$ cat config.mk
export PLATFORM = sky130hd
export DESIGN_NAME = sort_pair_ser_gen_flat
export DESIGN_NICKNAME = d
export VERILOG_FILES = /design/src/rtl/sort_pair_ser_gen_if.sv /design/src/rtl/sort_pair_ser_gen.sv /design/src/flat_wrapper.sv
export SDC_FILE = /design/constraint.sdc
export NUM_CORES = 1
export LEC_CHECK = 0
export CORE_MARGIN = 1
export CORE_UTILIZATION = 59
export DETAILED_ROUTE_END_ITERATION = 8
export PLACE_DENSITY = 0.92
export RECOVER_POWER = 100
export SLEW_MARGIN = 5
export SYNTH_ARGS = -nofsm -noshare
export SYNTH_HDL_FRONTEND = slang
export SYNTH_SLANG_ARGS = --single-unit
$ cat constraint.sdc
create_clock -name clk -period 3.9 [get_ports clk]
set_input_delay 0.78 -clock clk [delete_from_list [all_inputs] [get_ports clk]]
set_output_delay 0.78 -clock clk [all_outputs]
set_load 0.01 [all_outputs]
$ cat src/rtl/sort_pair_ser_gen_if.sv
// Sorted-pair serial link, transmit-side bundle.
// Upstream operand handshake: in_valid, in_ready, a, b.
// Serial line plus framing strobes: ser_out, ser_vld, sof, eof, swapped.
// master: upstream / observer side.  slave: the transmitter.
interface sort_pair_ser_gen_if;
    logic       in_valid;
    logic       in_ready;
    logic [1:0] a;
    logic [1:0] b;
    logic       ser_out;
    logic       ser_vld;
    logic       sof;
    logic       eof;
    logic       swapped;

    modport master (
        output in_valid, a, b,
        input  in_ready, ser_out, ser_vld, sof, eof, swapped
    );

    modport slave (
        input  in_valid, a, b,
        output in_ready, ser_out, ser_vld, sof, eof, swapped
    );
endinterface

$ cat src/rtl/sort_pair_ser_gen.sv
// Sorted-pair serial transmitter.
// Accepts an operand pair (a, b) on a valid/ready handshake, orders it by
// ORDER (0 = ascending, 1 = descending) into a 4-bit word {hi, lo}, and
// sends that word MSB first, one bit per clock, with sof/eof strobes.
// GAP idle cycles follow each frame before in_ready reasserts.
// Ports:
//   clk  - rising-edge clock
//   rst  - synchronous active-high reset
//   bus  - slave side of sort_pair_ser_gen_if (handshake in, serial out)
module sort_pair_ser_gen #(
    parameter bit          ORDER = 1'b0,
    parameter int unsigned GAP   = 1
) (
    input  logic                  clk,
    input  logic                  rst,
    sort_pair_ser_gen_if.slave    bus
);

    localparam int unsigned CNT_W = 3;

    typedef enum logic [1:0] {
        ST_IDLE,
        ST_SORT,
        ST_SEND,
        ST_GAP
    } state_t;

    state_t             state_q;
    logic [1:0]         a_q;
    logic [1:0]         b_q;
    logic [2:0]         shift_q;
    logic [CNT_W-1:0]   bit_cnt_q;
    logic [CNT_W-1:0]   gap_cnt_q;
    logic               in_ready_q;
    logic               ser_out_q;
    logic               ser_vld_q;
    logic               sof_q;
    logic               eof_q;
    logic               swapped_q;

    logic [1:0]         min_c;
    logic [1:0]         max_c;
    logic [3:0]         word_c;
    logic               swap_c;

    // Unsigned ordering of the captured pair; swap is flagged only when the
    // ordered word differs from the arrival order (equal operands never swap).
    always_comb begin
        min_c  = a_q;
        max_c  = b_q;
        if (a_q > b_q) begin
            min_c = b_q;
            max_c = a_q;
        end
        word_c = ORDER ? {max_c, min_c} : {min_c, max_c};
        swap_c = (word_c != {a_q, b_q});
    end

    // Control FSM with all outputs registered.
    always_ff @(posedge clk) begin
        if (rst) begin
            state_q    <= ST_IDLE;
            a_q        <= 2'b00;
            b_q        <= 2'b00;
            shift_q    <= 3'b000;
            bit_cnt_q  <= '0;
            gap_cnt_q  <= '0;
            in_ready_q <= 1'b1;
            ser_out_q  <= 1'b0;
            ser_vld_q  <= 1'b0;
            sof_q      <= 1'b0;
            eof_q      <= 1'b0;
            swapped_q  <= 1'b0;
        end else begin
            case (state_q)
                ST_IDLE: begin
                    if (bus.in_valid && in_ready_q) begin
                        a_q        <= bus.a;
                        b_q        <= bus.b;
                        in_ready_q <= 1'b0;
                        state_q    <= ST_SORT;
                    end
                end
                ST_SORT: begin
                    ser_out_q <= word_c[3];
                    shift_q   <= word_c[2:0];
                    ser_vld_q <= 1'b1;
                    sof_q     <= 1'b1;
                    swapped_q <= swap_c;
                    bit_cnt_q <= CNT_W'(1);
                    state_q   <= ST_SEND;
                end
                ST_SEND: begin
                    sof_q <= 1'b0;
                    if (bit_cnt_q == CNT_W'(4)) begin
                        // Frame done: one edge to drop the line, then gap or idle.
                        ser_vld_q <= 1'b0;
                        eof_q     <= 1'b0;
                        ser_out_q <= 1'b0;
                        bit_cnt_q <= '0;
                        gap_cnt_q <= '0;
                        if (GAP == 0) begin
                            in_ready_q <= 1'b1;
                            state_q    <= ST_IDLE;
                        end else begin
                            state_q    <= ST_GAP;
                        end
                    end else begin
                        ser_out_q <= shift_q[2];
                        shift_q   <= {shift_q[1:0], 1'b0};
                        eof_q     <= (bit_cnt_q == CNT_W'(3));
                        bit_cnt_q <= bit_cnt_q + CNT_W'(1);
                    end
                end
                ST_GAP: begin
                    if (32'(gap_cnt_q) + 32'd1 >= GAP) begin
                        gap_cnt_q  <= '0;
                        in_ready_q <= 1'b1;
                        state_q    <= ST_IDLE;
                    end else begin
                        gap_cnt_q  <= gap_cnt_q + CNT_W'(1);
                    end
                end
                default: begin
                    state_q <= ST_IDLE;
                end
            endcase
        end
    end

    assign bus.in_ready = in_ready_q;
    assign bus.ser_out  = ser_out_q;
    assign bus.ser_vld  = ser_vld_q;
    assign bus.sof      = sof_q;
    assign bus.eof      = eof_q;
    assign bus.swapped  = swapped_q;

endmodule

$ cat src/flat_wrapper.sv
// flat-port wrapper written by rule: the top's interface ports become plain ports
module sort_pair_ser_gen_flat 
#(
    parameter bit          ORDER = 1'b0,
    parameter int unsigned GAP   = 1
)
  (clk, rst, bus_in_valid, bus_a, bus_b, bus_in_ready, bus_ser_out, bus_ser_vld, bus_sof, bus_eof, bus_swapped);
  sort_pair_ser_gen_if bus_i ();
  input  logic clk;
  input  logic rst;
  input wire logic [$bits(bus_i.in_valid)-1:0] bus_in_valid;
  input wire logic [$bits(bus_i.a)-1:0] bus_a;
  input wire logic [$bits(bus_i.b)-1:0] bus_b;
  output wire logic [$bits(bus_i.in_ready)-1:0] bus_in_ready;
  output wire logic [$bits(bus_i.ser_out)-1:0] bus_ser_out;
  output wire logic [$bits(bus_i.ser_vld)-1:0] bus_ser_vld;
  output wire logic [$bits(bus_i.sof)-1:0] bus_sof;
  output wire logic [$bits(bus_i.eof)-1:0] bus_eof;
  output wire logic [$bits(bus_i.swapped)-1:0] bus_swapped;
  assign bus_i.in_valid = bus_in_valid;
  assign bus_i.a = bus_a;
  assign bus_i.b = bus_b;
  assign bus_in_ready = bus_i.in_ready;
  assign bus_ser_out = bus_i.ser_out;
  assign bus_ser_vld = bus_i.ser_vld;
  assign bus_sof = bus_i.sof;
  assign bus_eof = bus_i.eof;
  assign bus_swapped = bus_i.swapped;
  sort_pair_ser_gen #(.ORDER(ORDER), .GAP(GAP)) u_core (.clk(clk), .rst(rst), .bus(bus_i));
endmodule
Word-level counts from Yosys, hierarchy flattened
Index checks and enable logic that the tools add are counted.
{ "totals": {"reg_bits": 21, "input_bits": 7, "wordCells": 60, "output_inout_bits": 6} }
{ "op_classes": {"n_lt_le_gt_ge": 2, "add_sub_neg": 3, "reduce_logical": 11, "n_mux": 22, "eq_ne": 10} }
{ "op_table": {"columns": ["op", "n"], "rows": [
  ["$ge A32 B1 Y1 const B", 1],
  ["$pmux W3 S2", 3],
  ["$mux W3", 4],
  ["$mux W2", 5],
  ["$pmux W1 S2", 4],
  ["$pmux W2 S4", 1],
  ["$reduce_and A2 Y1", 4],
  ["$add A3 B1 Y3 const B", 2],
  ["$ne A2 B1 Y1 const B", 3],
  ["$reduce_and A3 Y1", 2],
  ["$reduce_bool A2 Y1", 3],
  ["$mux W1", 5],
  ["$add A3 B1 Y4 const B", 1],
  ["$eq A2 B2 Y1 const B", 2],
  ["$ne A4 B4 Y1", 1],
  ["$eq A3 B2 Y1 const B", 1],
  ["$eq A3 B3 Y1 const B", 1],
  ["$eq A2 B1 Y1 const B", 1],
  ["$gt A2 B2 Y1", 1],
  ["$logic_not A2 Y1", 1],
  ["$ne A2 B2 Y1 const B", 1],
  ["$logic_and A1 B1 Y1", 1]
]} }

Logic depth before layout (Yosys ltp)
{ "depth": {"word_depth": 4, "depth_mapped": 6, "mapped_depth_nobuf": 5} }

Worst setup path before layout
No wires, ideal clock.
{ "synth_timing": {"path_type": "input -> register", "start": "input port rst", "end": "register u_core.a_q[0]", "path_buffers": 2, "arrival_time_ns": 1.395, "setup_slack_ns": 2.378, "required_ns": 3.772, "path_stages": 3, "path_cell_list": "clkbuf_1 > clkbuf_1 > nor2_1"} }
{ "synth_rtl": {"columns": ["element", "line", "rtl"], "rows": [
  ["start: declaration", "flat_wrapper.sv:10", "input logic rst;"],
  ["end signal: assignment", "sort_pair_ser_gen.sv:78", "a_q <= bus.a;"],
  ["end: declaration", "sort_pair_ser_gen.sv:29", "logic [1:0] a_q;"]
]} }
No word-level cell between the ends.

Worst setup path after layout
{ "layout_timing": {"start": "register u_core.state_q[0]", "end": "register u_core.shift_q[2]"} }
{ "layout_between": {"elab_chain_cells": 3, "word_cells_on_any_way": 6, "classes_between": "eq/ne (3); mux (1); reduce/logical (2)"} }
{ "layout_rtl": {"columns": ["element", "line", "rtl"], "rows": [
  ["start: declaration", "sort_pair_ser_gen.sv:28", "state_t state_q;"],
  ["start signal: assignment", "sort_pair_ser_gen.sv:62", "state_q <= ST_IDLE;"],
  ["start signal: assignment", "sort_pair_ser_gen.sv:81", "state_q <= ST_SORT;"],
  ["start signal: assignment", "sort_pair_ser_gen.sv:91", "state_q <= ST_SEND;"],
  ["$eq A2 B2 Y1 or $eq A2 B1 Y1 (tied branches)", "sort_pair_ser_gen.sv:75", "case (state_q)"],
  ["$ne A2 B2 Y1 (no source line) or $reduce_bool A2 Y1 (tied branches)", null, null],
  ["$reduce_and A2 Y1 (no source line)", null, null],
  ["end signal: assignment", "sort_pair_ser_gen.sv:86", "shift_q <= word_c[2:0];"],
  ["end signal: assignment", "sort_pair_ser_gen.sv:110", "shift_q <= {shift_q[1:0], 1'b0};"],
  ["end: declaration", "sort_pair_ser_gen.sv:31", "logic [2:0] shift_q;"]
]} }
Parallel ways exist; a longest one is shown, timed or not.
A chain may end at the register's enable or synchronous reset.

==> metrics <==
HPWL Detailed 1659 um; critical path data required time 4.12 ns; cell area after synthesis 1186 sq um; post-synthesis register bit count 21; Crit Path Class register to register; antenna violations before repair 0; Static Leakage 0.5606 nW; largest fanout on the critical path 16; maximum cell stage delay along the critical path 0.56 ns; most area-hungry cell type in the Yosys netlist dfxtp_1; maximum operating frequency 0.4505 GHz; average instance area after synthesis 9.054 sq um; drt initial violations 17; Max stage delay cell, worst path a21boi_0; Critical path buffers and inverters 1; number of enable-type register cells in the synthesized netlist 0; TritonCTS Sinks 21; slew at the pin closest to its max-slew limit 0.7270 ns; Via density 5.940; maximum count of clock buffers along a single path 2; starting density of the core 65.83%; class of the tightest hold or removal check register to register; clock slew seen by the registers of the worst setup and hold paths 0.12 ns; Residual DRC 0; maximum level of the CTS H-tree 1; final number of setup-violating endpoints 0; outcome completed; global-route met3 utilization 3.462%; first-pass GRT wire length 3850 um; DR WL/cell 14.08 um; boundary pin count 13; P&R area growth vs syn 12.45%; met1 capacity usage during global routing 27.32%; total routed wirelength 2352 um; area of the core 1802 sq um; maximum number of pins on one net before global-route repair 21; number of buffers inserted during clock tree synthesis 3; clock insertion delay at the later pin of the skew report 0.32 ns; Placed Instance Area 1310 sq um; beginning of the critical path u_core.state_q[0]$_SDFFE_PP0P_; reg-to-reg critical path endpoint u_core.shift_q[2]$_SDFFE_PP0P_; filler cell count 149; sequential element share of the synthesized area 35.44%; GRT Total Usage 25.08%; Relative slew margins 51.38%; weighted congestion at the end of routability-driven global placement 0.8455; DRT Pass-1 Iters 4; CTS root buf clkbuf_4; # Post-CTS Setup Buffers 0; total gr overflow 0; start of the worst register-to-register path u_core.state_q[0]$_SDFFE_PP0P_; number of buffers inserted for hold repair after clock tree synthesis 0; maximum VDD drop 0.4577 mV; final slew viol count 0; prevailing post-synth register cell dfxtp_1; Final Net Count 165; area of combinational cells with multiple inputs 689.4 sq um; cell family contributing the most delay on the critical path compound AO/OA/AOI/OAI gates; yosys synthesis warning count 0; Layout Skew 0.002043 ns; y dimension of the die 46.84 um; cells resized by post-CTS repair 0; area share of the largest cell type after synthesis 35.44%; Fin Setup TNS 0 ns; setup repair after global routing missed its margin false; proportion of synthesized flip-flops having asynchronous set or reset 0%; post-route cell area 1334 sq um; routed vias 992; worst r2r path cells 5; num rows 15; final hold vios 0; clock tree from TritonCTS done; final worst path period share 56.92%; antenna violation net count after detailed routing 0; cells taking the most area after synthesis dfxtp_1, ha_1, a21oi_1; GRT Max-Usage Layer met2; global routing usage on met2 46.39%; net count after synthesis 153; critical path capture point u_core.shift_q[2]$_SDFFE_PP0P_; n_diodes 0; proportion of layout cells with a drive suffix above 1 4.225%; die outline area 2194 sq um; width of the die 46.84 um; total stage count of the critical path 5; sort of element at the end of the critical path register; count of max-cap constraint violations 0; number of cells produced by synthesis 131; Pwr Density 562.7 nW/um^2; arrival time at the worst endpoint 2.44 ns; Critical Path Start Type register; ordered list of cells on the worst path inv_1 > ha_1 > a21boi_0 > a21oi_1 > o311a_1; final critical-path required period 2.220 ns; FF-to-FF setup slack 1.68 ns; synth unique cells 37; Port Buffer Count 12; via count of the first global-routing pass 938; footprint of the flip-flops and latches 420.4 sq um
==> per-layer routing <==
metal / wire length, um / up-vias / part of all wire (%)
met1: 995 / 463 / 42
met4: 42 / 0 / 1.8
met5: 0 / - / 0
met2: 1204 / 41 / 51
met3: 109 / 5 / 4.6
li1: - / 483 / -
==> power by group <==
group	internal [W]	switching, W	leakage [nW]	total (W)
clock	0.0000385	0.0000710	0.0177	0.000109
sequential	0.000262	0.0000349	0.172	0.000297
combinational	0.000155	0.000189	0.371	0.000344
==> final cells by class <==
cell class	count	share of cell area (%)
Timing Repair Buffer	12	9.006
Multi-Input combinational cell	93	51.69
Clock inverter	1	0.3752
Tap cell	25	2.345
Inverter	12	3.377
Sequential cell	21	31.52
Clock buffer	3	1.689
==> worst min-delay path: stages (launching register included) <==
cell      delay (ns)
dfxtp_1         0.33
nor2_1          0.08
a211oi_1        0.05
==> state kept, by name, indices dropped and copies added (netlist names) <==
signal and count:
u_core.bus.ser_vld 1, u_core.b_q 2, u_core.bit_cnt_q 3, u_core.bus.sof 1
u_core.shift_q 3, u_core.bus.eof 1, u_core.a_q 2, u_core.gap_cnt_q 3
u_core.state_q 2, u_core.bus.ser_out 1, u_core.bus.swapped 1, u_core.bus.in_ready 1
==> kinds of logic (layout without fill, tap and decap cells) <==
kind of cell | after synthesis | after routing | synth area share [%]
AND/OR/NAND/NOR | 38 | 38 | 17.20
multiplexers | 5 | 5 | 4.220
XOR/XNOR | 1 | 1 | 0.7385
adder cells (fa/ha/maj) | 15 | 15 | 15.82
buffers and inverters | 17 | 28 | 6.117
AO/OA/AOI/OAI | 34 | 34 | 20.46
flip-flops | 21 | 21 | 35.44
==> placed cells by master (no fill, tap or decap), types with 2 or more instances in the layout <==
cell,n
a211o_1,2
clkbuf_4,3
a21boi_0,3
a21oi_1,10
clkdlybuf4s50_1,5
o21bai_1,2
nor2_1,11
a211oi_1,4
nand2b_1,4
nand3_1,4
mux2i_1,5
dlygate4sd3_1,7
nor4b_1,2
o211ai_1,2
ha_1,15
o2111ai_1,2
dfxtp_1,21
inv_1,12
o21ai_0,2
nand2_1,5
nor2b_1,5
==> synthesized netlist by cell type, types with 2 or more instances <==
cell / n
a211o_1: 2
a211oi_1: 4
a21boi_0: 2
a21oi_1: 10
clkbuf_1: 3
dfxtp_1: 21
ha_1: 15
inv_1: 12
mux2i_1: 5
nand2_1: 5
nand2b_1: 4
nand3_1: 4
nor2_1: 11
nor2b_1: 5
nor4b_1: 2
o2111ai_1: 2
o211ai_1: 2
o21ai_0: 2
o21bai_1: 2
==> worst min path at each step <==
stage / start / end / slack (ns) / depth (start not counted)
3_3_place_gp: u_core.shift_q[1]$_SDFFE_PP0P_ / u_core.shift_q[1]$_SDFFE_PP0P_ / 0.47 / 2
2_1_floorplan: u_core.shift_q[1]$_SDFFE_PP0P_ / u_core.shift_q[1]$_SDFFE_PP0P_ / 0.45 / 2
6_report: u_core.bus.ser_out$_SDFFE_PP0P_ / u_core.bus.ser_out$_SDFFE_PP0P_ / 0.50 / 2
5_1_grt: u_core.bus.ser_out$_SDFFE_PP0P_ / u_core.bus.ser_out$_SDFFE_PP0P_ / 0.51 / 2
4_1_cts: u_core.bus.ser_out$_SDFFE_PP0P_ / u_core.bus.ser_out$_SDFFE_PP0P_ / 0.50 / 2
3_5_place_dp: u_core.shift_q[1]$_SDFFE_PP0P_ / u_core.shift_q[1]$_SDFFE_PP0P_ / 0.47 / 2
==> through the flow <==
stage	setup WS [ns]	util (%)	hold slack [ns]	total power [W]	cells
floorplan	2.378	-	0.4496	0.0005476	131
global placement	1.612	72.71	0.4657	0.0006309	163
detailed placement	1.565	72.71	0.4660	0.0006496	163
CTS	1.841	74.24	0.4998	0.0007612	167
global route	1.570	74.03	0.5112	0.0008023	167
finish	1.680	74.03	0.4962	0.0007505	167
No activity file was read; power rests on OpenSTA's default activity.
